## config.mk

```make
export PLATFORM = sky130hd
export DESIGN_NAME = rr_arb_mux
export DESIGN_NICKNAME = d
export VERILOG_FILES = /design/src/rtl/rr_arb_mux.sv
export SDC_FILE = /design/constraint.sdc
export NUM_CORES = 1
export LEC_CHECK = 0
export BUFFER_PORTS_ARGS = -buffer_cell sky130_fd_sc_hd__buf_2
export CORE_MARGIN = 3
export CORE_UTILIZATION = 47
export DETAILED_ROUTE_END_ITERATION = 10
export PLACE_DENSITY = 0.84
export SETUP_SLACK_MARGIN = 0.1
export SYNTH_ARGS = -nofsm -noshare
export SYNTH_HDL_FRONTEND = slang
export SYNTH_SLANG_ARGS = --single-unit
```

## constraint.sdc

```tcl
create_clock -name clk -period 3.2 [get_ports clk]
set_clock_uncertainty 0.15 [all_clocks]
set_input_delay 0.8 -clock clk [delete_from_list [all_inputs] [get_ports clk]]
set_output_delay 0.8 -clock clk [all_outputs]
set_load 0.02 [all_outputs]
```

## src/rtl/rr_arb_mux.sv

```systemverilog
// rr_arb_mux: N-channel arbiter feeding a single registered output stage.
// MODE 0 arbitrates round-robin from a rotating pointer; MODE 1 is fixed
// priority with the lowest index winning. One word per cycle when the
// downstream keeps out_ready high; the output register holds under backpressure.
module rr_arb_mux #(
    parameter int N     = 4,
    parameter int WIDTH = 8,
    parameter int MODE  = 0
) (
    input  logic                      clk,
    input  logic                      rst,
    input  logic [N-1:0]              in_valid,
    input  logic [N-1:0][WIDTH-1:0]   in_data,
    output logic [N-1:0]              in_ready,
    output logic                      out_valid,
    output logic [WIDTH-1:0]          out_data,
    output logic [$clog2(N)-1:0]      out_sel,
    input  logic                      out_ready
);

    localparam int SW = $clog2(N);

    logic [SW-1:0] ptr;
    logic [SW-1:0] grant_idx;
    logic          grant_any;
    logic          load;

    // The output register can take a new word when empty or being drained now.
    assign load = ~out_valid | out_ready;

    // Search from ptr upward, wrapping at N; the first valid channel wins.
    // In fixed-priority mode ptr never leaves 0, so this is a lowest-index search.
    always_comb begin : search
        int idx;
        // NOTE: every variable written here gets a default first so no path
        // leaves it unassigned; otherwise synthesis infers a latch.
        grant_any = 1'b0;
        grant_idx = '0;
        idx       = 0;
        for (int k = 0; k < N; k++) begin
            idx = int'(ptr) + k;
            if (idx >= N) begin
                idx = idx - N;
            end
            if (!grant_any && in_valid[SW'(idx)]) begin
                grant_any = 1'b1;
                grant_idx = SW'(idx);
            end
        end
    end

    // Handshake: at most one ready bit, only when the output stage can load.
    always_comb begin
        in_ready = '0;
        if (!rst && load && grant_any) begin
            in_ready[grant_idx] = 1'b1;
        end
    end

    // Output register and arbitration pointer.
    always_ff @(posedge clk) begin
        // NOTE: sequential state uses non-blocking assignments so every
        // register samples pre-edge values, independent of statement order.
        if (rst) begin
            out_valid <= 1'b0;
            out_data  <= '0;
            out_sel   <= '0;
            ptr       <= '0;
        end else if (load) begin
            if (grant_any) begin
                out_valid <= 1'b1;
                out_data  <= in_data[grant_idx];
                out_sel   <= grant_idx;
                if (MODE == 0) begin
                    if (grant_idx == SW'(N - 1)) begin
                        ptr <= '0;
                    end else begin
                        ptr <= grant_idx + SW'(1);
                    end
                end else begin
                    ptr <= '0;
                end
            end else begin
                // Nothing to forward: drop valid, keep last data/sel visible.
                out_valid <= 1'b0;
            end
        end
    end

endmodule

```

==> impl_metrics.env <==
export IMPL_synth_nets=145
export IMPL_cp_end_kind="output port"
export IMPL_critPathRequiredTime_ps=2250
export IMPL_start_util_pct=53.33
export IMPL_die_area_um2=2695
export IMPL_maxSlewViolCount=0
export IMPL_grt_ovfl_total=0
export IMPL_yosys_cell_count_top_type="dfxtp_1"
export IMPL_clk_pin_slew_worst_paths_ps=80
export IMPL_startpoint_type="input port"
export IMPL_first_pass_iters=4
export IMPL_setup_violations=0
export IMPL_routedWlPerCell_um=15.87
export IMPL_power_clock_fraction_pct=19.4
export IMPL_synth_cells=105
export IMPL_die_h_um=51.92
export IMPL_ys_seq_elements=13
export IMPL_htreeDepth=1
export IMPL_routed_wl_um=3015
export IMPL_pre_cts_slack_ps=146.8
export IMPL_drv_cap=0
export IMPL_ys_warn_count=0
export IMPL_rows=15
export IMPL_grt_pass1_wl_um=4478
export IMPL_num_vias=1123
export IMPL_crit_fanout=9
export IMPL_fill_cells=156
export IMPL_port_buffers=53
export IMPL_root_buffer="clkbuf_4"
export IMPL_crit_path_max_incr_delay_ps=370
export IMPL_netSwitchingFraction_pct=38.25
export IMPL_r2r_cells=5
export IMPL_outcome="completed"
export IMPL_finalCriticalPeriod_ps=2995
export IMPL_numCtsBuffers=3
export IMPL_relSlewSlack_pct=74.95
export IMPL_fmax_mhz=333.8
export IMPL_rsz0062_at_grt="false"
export IMPL_drt_vias_per_instance=5.911
export IMPL_drt_iter0_drc=40
export IMPL_clk_path_buf_depth=2
export IMPL_ys_seq_area_share_pct=26.26
export IMPL_postSynth_asyncResetShare_pct=0
export IMPL_antenna_left=0
export IMPL_area_growth_pct=32.70
export IMPL_synth_area_leaders="dfxtp_1 (26%), mux2i_1 (9.1%), buf_6 (6.8%)"
export IMPL_diodes=0
export IMPL_final_nets=206
export IMPL_io_pin_count=54
export IMPL_drc=0
export IMPL_arrival_ps=2050
export IMPL_synth_top_area_share_pct=26.26
export IMPL_worst_pin_slew_ps=372.9
export IMPL_yosys_top_cells_count="dfxtp_1 (13), mux2i_1 (9), nand3_1 (8)"
export IMPL_hold_path_endpoint="out_sel[0]$_SDFFE_PP0P_"
export IMPL_p_comb_share_pct=43.2
export IMPL_slowest_stage="a221o_1"
export IMPL_hold_path_class="reg2reg"
export IMPL_critical_path_most_common_cell="and2_1"
export IMPL_cp_buffers_inverters=2
export IMPL_post_dp_hpwl_um=2129
export IMPL_fin_hold_ws_ps=309.3
export IMPL_clock_sinks=13
export IMPL_synth_area_leader_cell="dfxtp_1"
export IMPL_leakagePower_nw=0.6467
export IMPL_r2r_end="out_data[7]$_SDFFE_PP0P_"
export IMPL_p_int_uw=340.3
export IMPL_cts_tree="done"
export IMPL_fin_cells=190
export IMPL_die_w_um=51.92
export IMPL_whs_path_depth=2
export IMPL_core_area_um2=1858
export IMPL_cp_top_family="compound AO/OA/AOI/OAI gates"
export IMPL_p_total_uw=551.1
export IMPL_min_from="out_sel[0]$_SDFFE_PP0P_"
export IMPL_grt_usage_pct=21.96
export IMPL_synth_flop_cell="dfxtp_1"
export IMPL_layout_setup_ws_ps=204.6
export IMPL_place_gp_congestion=0.8830
export IMPL_drive_gt1_share_pct=47.88
export IMPL_ff2ff_setup_slack_ps=1330
export IMPL_grt_max_degree=19
export IMPL_avgSynthCellArea_um2=9.438
export IMPL_ys_types=41
export IMPL_worstSetupPathType="in2out"
export IMPL_synth_area_um2=991.0
export IMPL_ir_drop_mv=0.3170
export IMPL_rr_startpoint="ptr[1]$_SDFFE_PP0P_"
export IMPL_grt_pass1_vias=981
export IMPL_finalSetupTns_ps=0
export IMPL_switchingPower_uw=210.8
export IMPL_hold_viol=0
export IMPL_power_frac_seq_pct=37.4
export IMPL_cellPowerDensity_nw_per_um2=419.0
export IMPL_synth_edf_count=0
export IMPL_antenna_found_initial=0
export IMPL_fin_crit_sh_pct=93.61
export IMPL_cp_cell_sequence="clkbuf_4 > nand2_1 > a221o_1 > and2_1 > ha_1 > and2_1 > buf_2"
export IMPL_clk_latency_ps=280
export IMPL_placed_cells=179
## logic make-up (layout without fill, tap and decap cells)
logic type,Yosys count,in the layout,synth area share (%)
AOI/OAI and AO/OA,33,33,27.65
adders and majority gates,1,1,1.262
buffers and inverters,12,72,11.24
DFF,13,13,26.26
muxes,9,9,9.091
and+or+nand+nor,37,37,24.50
## flip-flops by register name, summed over array words and instances, names as in the netlist
signal     flops
out_sel        2
out_data       8
ptr            2
out_valid      1
## how the worst max path moves through the flow
stage / startpoint / cells after the start / slack [ps] / to
finish: in_valid[0] / 7 / 200 / in_ready[3]
CTS: in_valid[2] / 7 / 140 / in_ready[3]
detailed placement: in_valid[2] / 7 / 150 / in_ready[3]
floorplan: in_valid[2] / 6 / 340 / in_ready[3]
global route: in_valid[0] / 7 / 140 / in_ready[3]
global placement: in_valid[2] / 7 / 170 / in_ready[3]
## repair_timing
action	in CTS	in global routing
hold buffers	0	0
buffers inserted	0	7
gates resized for setup	0	1
endpoints found under the setup margin	0	2
## cell usage in the layout, fill, tap and decap left out, types with 2 or more instances in the layout
cell type / count
inv_1: 3
a21oi_1: 6
o211ai_1: 7
buf_4: 10
nor2b_1: 2
nand2_1: 7
clkbuf_4: 4
nor2_1: 4
a32oi_1: 7
nand3_1: 8
o21ai_0: 2
and2_1: 3
buf_2: 52
mux2i_1: 9
dfxtp_1: 13
## through the flow
stage	cell area, um^2	util, %
floorplan	991.0	-
CTS	1247	67.14
finish	1315	70.77
global route	1315	70.77
global placement	1221	65.72
detailed placement	1221	65.72
## worst register-to-register path, stage by stage, from the launching register on
cell and delay (ps):
dfxtp_1 410, or3b_1 440, o221ai_2 100, buf_4 250, mux2i_1 280, o32ai_2 120
## power groups by stage
stage                     logic [mW]  clock network (mW)  registers (mW)
after global placement         0.215                   0           0.206
after detailed placement       0.221                   0           0.209
after CTS                      0.222               0.110           0.205
final                          0.238               0.107           0.206
after global routing           0.257               0.117           0.209
after floorplan                0.140                   0           0.227
## per-layer routing
layer  share of wire (%)  vias to the layer above  global-route usage (%)
li1                    -                      525                       -
met1                  41                      544                   29.17
met2                  50                       49                   35.36
met3                 7.8                        5                   3.725
met4                0.96                        0                   7.860
met5                   0                        -                       0
## cell type report
class / instances / area (um^2) / area share (%)
Sequential cell: 13 / 260.3 / 19.79
Timing Repair Buffer: 64 / 362.8 / 27.59
Tap cell: 25 / 31.28 / 2.379
Clock buffer: 4 / 26.28 / 1.998
Inverter: 4 / 15.01 / 1.142
Multi-Input combinational cell: 80 / 619.3 / 47.10
Power figures use the tool's default switching activity.
